$ cat src/rtl/ysyx_22050854_ifu_pkg.sv
// Shared definitions for the instruction-fetch unit.
//   - FSM state encoding (3 bits)
//   - NOP substituted for faulted fetches (addi x0,x0,0)
//   - default address / instruction widths
package ysyx_22050854_ifu_pkg;

  localparam int          IFU_ADDR_W   = 32;
  localparam int          IFU_INST_W   = 32;
  localparam logic [31:0] IFU_NOP_INST = 32'h0000_0013;

  typedef enum logic [2:0] {
    S_IDLE = 3'd0,
    S_REQ  = 3'd1,
    S_WAIT = 3'd2,
    S_HOLD = 3'd3,
    S_DROP = 3'd4
  } ifu_state_e;

endpackage

$ cat src/rtl/ysyx_22050854_inst_hold.sv
// Holding register for the instruction presented to the core.
// Ports:
//   clk, rst        clock, async active-low reset
//   load            capture load_inst/load_err and raise inst_valid
//   load_inst/err   data to capture
//   clear           drop inst_valid (consume or flush); data is kept
//   inst, fetch_err, inst_valid  registered outputs
// load wins over clear so a consume and a new capture can share a cycle.
module ysyx_22050854_inst_hold
  import ysyx_22050854_ifu_pkg::*;
#(
  parameter int                INST_W   = IFU_INST_W,
  parameter logic [INST_W-1:0] RST_INST = IFU_NOP_INST[INST_W-1:0]
) (
  input  logic              clk,
  input  logic              rst,
  input  logic              load,
  input  logic [INST_W-1:0] load_inst,
  input  logic              load_err,
  input  logic              clear,
  output logic [INST_W-1:0] inst,
  output logic              fetch_err,
  output logic              inst_valid
);

  always_ff @(posedge clk or negedge rst) begin
    if (!rst) begin
      inst       <= RST_INST;
      fetch_err  <= 1'b0;
      inst_valid <= 1'b0;
    end else if (load) begin
      inst       <= load_inst;
      fetch_err  <= load_err;
      inst_valid <= 1'b1;
    end else if (clear) begin
      inst_valid <= 1'b0;
    end
  end

endmodule

$ cat src/rtl/ysyx_22050854_inst_fetch.sv
// Instruction-fetch front end: one req/gnt/rvalid transaction at a time on
// the imem bus, result held for the core under inst_valid/core_ready.
// Ports:
//   clk, rst                       clock, async active-low reset
//   pc, fetch_req, flush           core request / redirect
//   inst, inst_valid, fetch_err    held instruction to core
//   core_ready                     core consumes inst
//   busy                           transaction outstanding (state != IDLE)
//   imem_req/addr/gnt/rvalid/rdata/err  instruction memory bus
// Optional: define YSYX_22050854_MISALIGN_CHK_EN to turn a fetch with
// pc[1:0]!=0 into an immediate faulted NOP without touching the bus.
module ysyx_22050854_inst_fetch
  import ysyx_22050854_ifu_pkg::*;
#(
  parameter int                ADDR_W   = IFU_ADDR_W,
  parameter int                INST_W   = IFU_INST_W,
  parameter logic [INST_W-1:0] NOP_INST = IFU_NOP_INST[INST_W-1:0]
) (
  input  logic              clk,
  input  logic              rst,
  input  logic [ADDR_W-1:0] pc,
  input  logic              fetch_req,
  input  logic              flush,
  output logic [INST_W-1:0] inst,
  output logic              inst_valid,
  input  logic              core_ready,
  output logic              fetch_err,
  output logic              busy,
  output logic              imem_req,
  output logic [ADDR_W-1:0] imem_addr,
  input  logic              imem_gnt,
  input  logic              imem_rvalid,
  input  logic [INST_W-1:0] imem_rdata,
  input  logic              imem_err
);

  ifu_state_e        state, state_n;
  logic              drop, drop_n;
  logic              req_n;
  logic [ADDR_W-1:0] addr_n;
  logic              launch, misaligned;
  logic              h_load, h_clear, h_err;
  logic [INST_W-1:0] h_inst;

`ifdef YSYX_22050854_MISALIGN_CHK_EN
  assign misaligned = (pc[1:0] != 2'b00);
`else
  assign misaligned = 1'b0;
`endif

  always_comb begin
    state_n = state;
    drop_n  = drop;
    req_n   = imem_req;
    addr_n  = imem_addr;
    launch  = 1'b0;
    h_load  = 1'b0;
    h_clear = 1'b0;
    h_inst  = NOP_INST;
    h_err   = 1'b0;
    case (state)
      S_IDLE: launch = fetch_req && !flush;
      S_REQ: begin
        // request stays up until granted even if flushed; remember the flush
        drop_n = drop || flush;
        if (imem_gnt) begin
          req_n   = 1'b0;
          state_n = (drop || flush) ? S_DROP : S_WAIT;
        end
      end
      S_WAIT: begin
        if (flush) begin
          state_n = imem_rvalid ? S_IDLE : S_DROP;
        end else if (imem_rvalid) begin
          h_load  = 1'b1;
          h_inst  = imem_err ? NOP_INST : imem_rdata;
          h_err   = imem_err;
          state_n = S_HOLD;
        end
      end
      S_HOLD: begin
        if (flush) begin
          h_clear = 1'b1;
          state_n = S_IDLE;
        end else if (core_ready) begin
          h_clear = 1'b1;
          state_n = S_IDLE;
          launch  = fetch_req;  // back-to-back, no IDLE bubble
        end
      end
      S_DROP: begin
        if (imem_rvalid) begin
          drop_n  = 1'b0;
          state_n = S_IDLE;
        end
      end
      default: state_n = S_IDLE;
    endcase

    if (launch) begin
      if (misaligned) begin
        h_load  = 1'b1;
        h_inst  = NOP_INST;
        h_err   = 1'b1;
        state_n = S_HOLD;
      end else begin
        req_n   = 1'b1;
        addr_n  = pc;
        state_n = S_REQ;
      end
    end
  end

  always_ff @(posedge clk or negedge rst) begin
    if (!rst) begin
      state     <= S_IDLE;
      drop      <= 1'b0;
      imem_req  <= 1'b0;
      imem_addr <= '0;
      busy      <= 1'b0;
    end else begin
      state     <= state_n;
      drop      <= drop_n;
      imem_req  <= req_n;
      imem_addr <= addr_n;
      busy      <= (state_n != S_IDLE);
    end
  end

  ysyx_22050854_inst_hold #(
    .INST_W   (INST_W),
    .RST_INST (NOP_INST)
  ) u_hold (
    .clk        (clk),
    .rst        (rst),
    .load       (h_load),
    .load_inst  (h_inst),
    .load_err   (h_err),
    .clear      (h_clear),
    .inst       (inst),
    .fetch_err  (fetch_err),
    .inst_valid (inst_valid)
  );

endmodule

$ cat config.mk
export PLATFORM = sky130hd
export DESIGN_NAME = ysyx_22050854_inst_fetch
export DESIGN_NICKNAME = d
export VERILOG_FILES = /design/src/rtl/ysyx_22050854_ifu_pkg.sv /design/src/rtl/ysyx_22050854_inst_hold.sv /design/src/rtl/ysyx_22050854_inst_fetch.sv
export SDC_FILE = /design/constraint.sdc
export NUM_CORES = 1
export LEC_CHECK = 0
export BUFFER_PORTS_ARGS = -buffer_cell sky130_fd_sc_hd__buf_2
export CAP_MARGIN = 20
export CORE_ASPECT_RATIO = 1.4
export CORE_MARGIN = 10
export CORE_UTILIZATION = 50
export CTS_BUF_LIST = sky130_fd_sc_hd__clkbuf_4 sky130_fd_sc_hd__clkbuf_8 sky130_fd_sc_hd__clkbuf_16
export CTS_CLUSTER_SIZE = 8
export DETAILED_ROUTE_END_ITERATION = 6
export PLACE_DENSITY = 0.9
export SLEW_MARGIN = 20
export SYNTH_ARGS = -nofsm -noshare
export SYNTH_HDL_FRONTEND = slang
export SYNTH_SLANG_ARGS = --single-unit
export TNS_END_PERCENT = 50
$ cat constraint.sdc
create_clock -name clk -period 2.7 [get_ports clk]
set_input_delay 0.81 -clock clk [delete_from_list [all_inputs] [get_ports clk]]
set_output_delay 0.81 -clock clk [all_outputs]
set_load 0.1 [all_outputs]
==> out/metrics.yaml <==
status:
  outcome: "finished clean"
route:
  drc_errors: 0
  vias: 2366
  viasPerCell: 5.10
  wirelength_um: 7760
  ant_nets: 0
  routedWlPerCell_um: 16.7
  firstDrtPassIters: 4
  drt_iter0_drc: 158
worst_setup_path:
  startpoint_type: "flop"
  worstPathArrival_ns: 1.29
  critical_path_buf_inv_count: 1
  slowest_stage: "dfstp_2"
  critical_path.max_stage_delay_ns: 0.53
  critPathRequiredTime_ns: 1.89
  r2r_slack_ns: 0.77
  rr_startpoint: "state[1]$_DFF_PN0_"
  cp_top_family: "flip-flops"
  worstRegToRegCells: 5
  timing.rr.end: "busy$_DFF_PN0_"
  criticalPathCategory: "reg -> out"
  crit_fanout: 2
  end_kind: "output port"
  crit_chain: "buf_2"
placed_design:
  hpwlAfterDp_um: 5910
  port-buffer-count: 139
  dp_cells: 448
  gp_congestion: 0.799
cells_and_area:
  layout-drive-gt1-share: 0.503
  area_growth_syn_to_layout_pct: 31.7
  nFillCells: 452
  diodes: 0
  nets: 461
  fin_cells: 464
clocking:
  cts_resized: 0
  clock_latency_ns: 0.33
  clk_pin_slew_worst_paths_ns: 0.07
  ctsHtreeMaxLevel: 3
  clock_path_buffers: 2
  cts_hold_buffers: 0
  cts_made_buffers: 9
  cts_setup_buffers: 0
  clock_sinks: 72
  cts-root-buf: "clkbuf_8"
  cts_tree: "yes"
logic_synthesis:
  ys_warn_count: 0
  syn_inst: 250
  yosys-top-cells-count: "dfrtp_1, nand2_1, nand3b_1"
  synth-simple-area-share: 0.193
  synth_edf_count: 0
  synth-xor-area-share: 0
  post-synth-top-area-cell: "dfrtp_1"
  synthMuxAreaShare: 0.153
  synthFlopType: "dfrtp_1"
  netlist.area_leader.share: 0.564
  seq_area_frac_synth: 0.590
  syn_area_per_cell_um2: 12.2
  synth.most_common_cell: "dfrtp_1"
  syn_area_mm2: 0.00306
  synth_compound_area_frac: 0.0351
  netlist-cell-type-count: 26
  ys_top_cells_by_area: "dfrtp_1, mux2_4, nand2_1, nand3b_1, dfstp_2"
  synth_top_family_by_area: "simple AND/OR/NAND/NOR gates"
  syn_nets: 322
  yosys_register_bits: 72
  synthAdderAreaFrac: 0
  synth-async-reset-ratio: 1.00
grt:
  overflow: 0
  grt_pass1_wl_um: 12700
  antenna_found_initial: 0
  grt_pass1_vias: 2510
  track_usage: 0.160
  grt_start_max_net_pins: 44
sta:
  grt_setup_unrepaired: "no"
  worstMarginPinSlew_ns: 0.512
  fin_skew_ns: 0.00938
  finalSetupViolCount: 0
  clock.fmax_mhz: 477
  fin_crit_ns: 2.10
  hold_viol: 0
  maxSlewHeadroom: 0.661
  report.final.slew_viol_count: 0
  post-route-period-util: 0.776
  tns_ns: 0
die:
  io_pins: 140
  die_area_mm2: 0.00970
  die_h_um: 113
  start_util: 0.519
  core_mm2: 0.00590
  rows: 33
  die_w_um: 86.1
worst_hold_path:
  hold_path.class: "in -> async"
run:
  drv_cap: 0
## kinds of logic (layout without fill, tap and decap cells)
kind of cell	Yosys count	count (layout)
buffers and inverters	16	160
AO/OA/AOI/OAI	15	15
AND/OR/NAND/NOR	115	115
multiplexers	32	32
flip-flops	72	72
## metal layers
metal / global-route usage / share of wire
met1: 0.199 / 0.42
met2: 0.230 / 0.44
met3: 0.0854 / 0.13
met4: 0.0551 / 0.0085
met5: 0 / 0
## worst max path at each step
stage / startpoint / end / slack [ns] / cells past startpoint
global route: u_hold.inst[4]$_DFFE_PN1P_ / inst[4] / 0.55 / 1
detailed placement: core_ready / imem_addr[0]$_DFFE_PN0P_ / 0.45 / 5
global placement: core_ready / imem_addr[2]$_DFFE_PN0P_ / 0.53 / 5
floorplan: core_ready / imem_addr[10]$_DFFE_PN0P_ / 0.62 / 4
CTS: u_hold.inst[4]$_DFFE_PN1P_ / inst[4] / 0.58 / 1
finish: u_hold.inst[4]$_DFFE_PN1P_ / inst[4] / 0.60 / 1
## layout make-up
type / instances / area, um2 / area share
timing repair buffer: 143 / 753 / 0.187
tap: 70 / 87.6 / 0.0217
clock buffer: 13 / 166 / 0.0413
clock inverter: 3 / 40.0 / 0.00993
sequential: 72 / 1810 / 0.448
multi-input combinational: 162 / 1170 / 0.291
inverter: 1 / 3.75 / 0.000931
## flip-flops by register name, summed over array words and instances (netlist names)
| name | count |
|---|---|
| u_hold.inst_valid | 1 |
| state | 3 |
| u_hold.inst | 32 |
| drop | 1 |
| imem_addr | 32 |
| u_hold.fetch_err | 1 |
| imem_req | 1 |
| busy | 1 |
## stage by stage
| stage | setup WS (ns) | utilization | hold WS (ns) | instance area, um2 |
|---|---|---|---|---|
| 6_report | 0.605 | 0.683 | 0.398 | 4030 |
| 5_1_grt | 0.549 | 0.683 | 0.400 | 4030 |
| 4_1_cts | 0.577 | 0.683 | 0.394 | 4030 |
| 3_5_place_dp | 0.453 | 0.648 | 0.450 | 3820 |
| 3_3_place_gp | 0.527 | 0.648 | 0.440 | 3820 |
| 2_1_floorplan | 0.620 | - | 0.514 | 3060 |
## cells in the final DEF, fill, tap and decap left out, types with 2 or more instances in the layout
cell type    n
nor2_1       3
o21ai_0      9
clkbuf_8    11
mux2_2       3
nand3b_1    30
a21oi_1      2
mux2_4      29
nand2b_1     4
nand2_1     68
nor2b_1      2
dfrtp_1     69
buf_4        3
dfstp_2      3
clkinv_2     2
buf_12       2
buf_2      138
clkbuf_4     2
or3_1        3
Power is not shown: default switching activity piles up to over one toggle a cycle in this logic, so the estimate is an artifact.
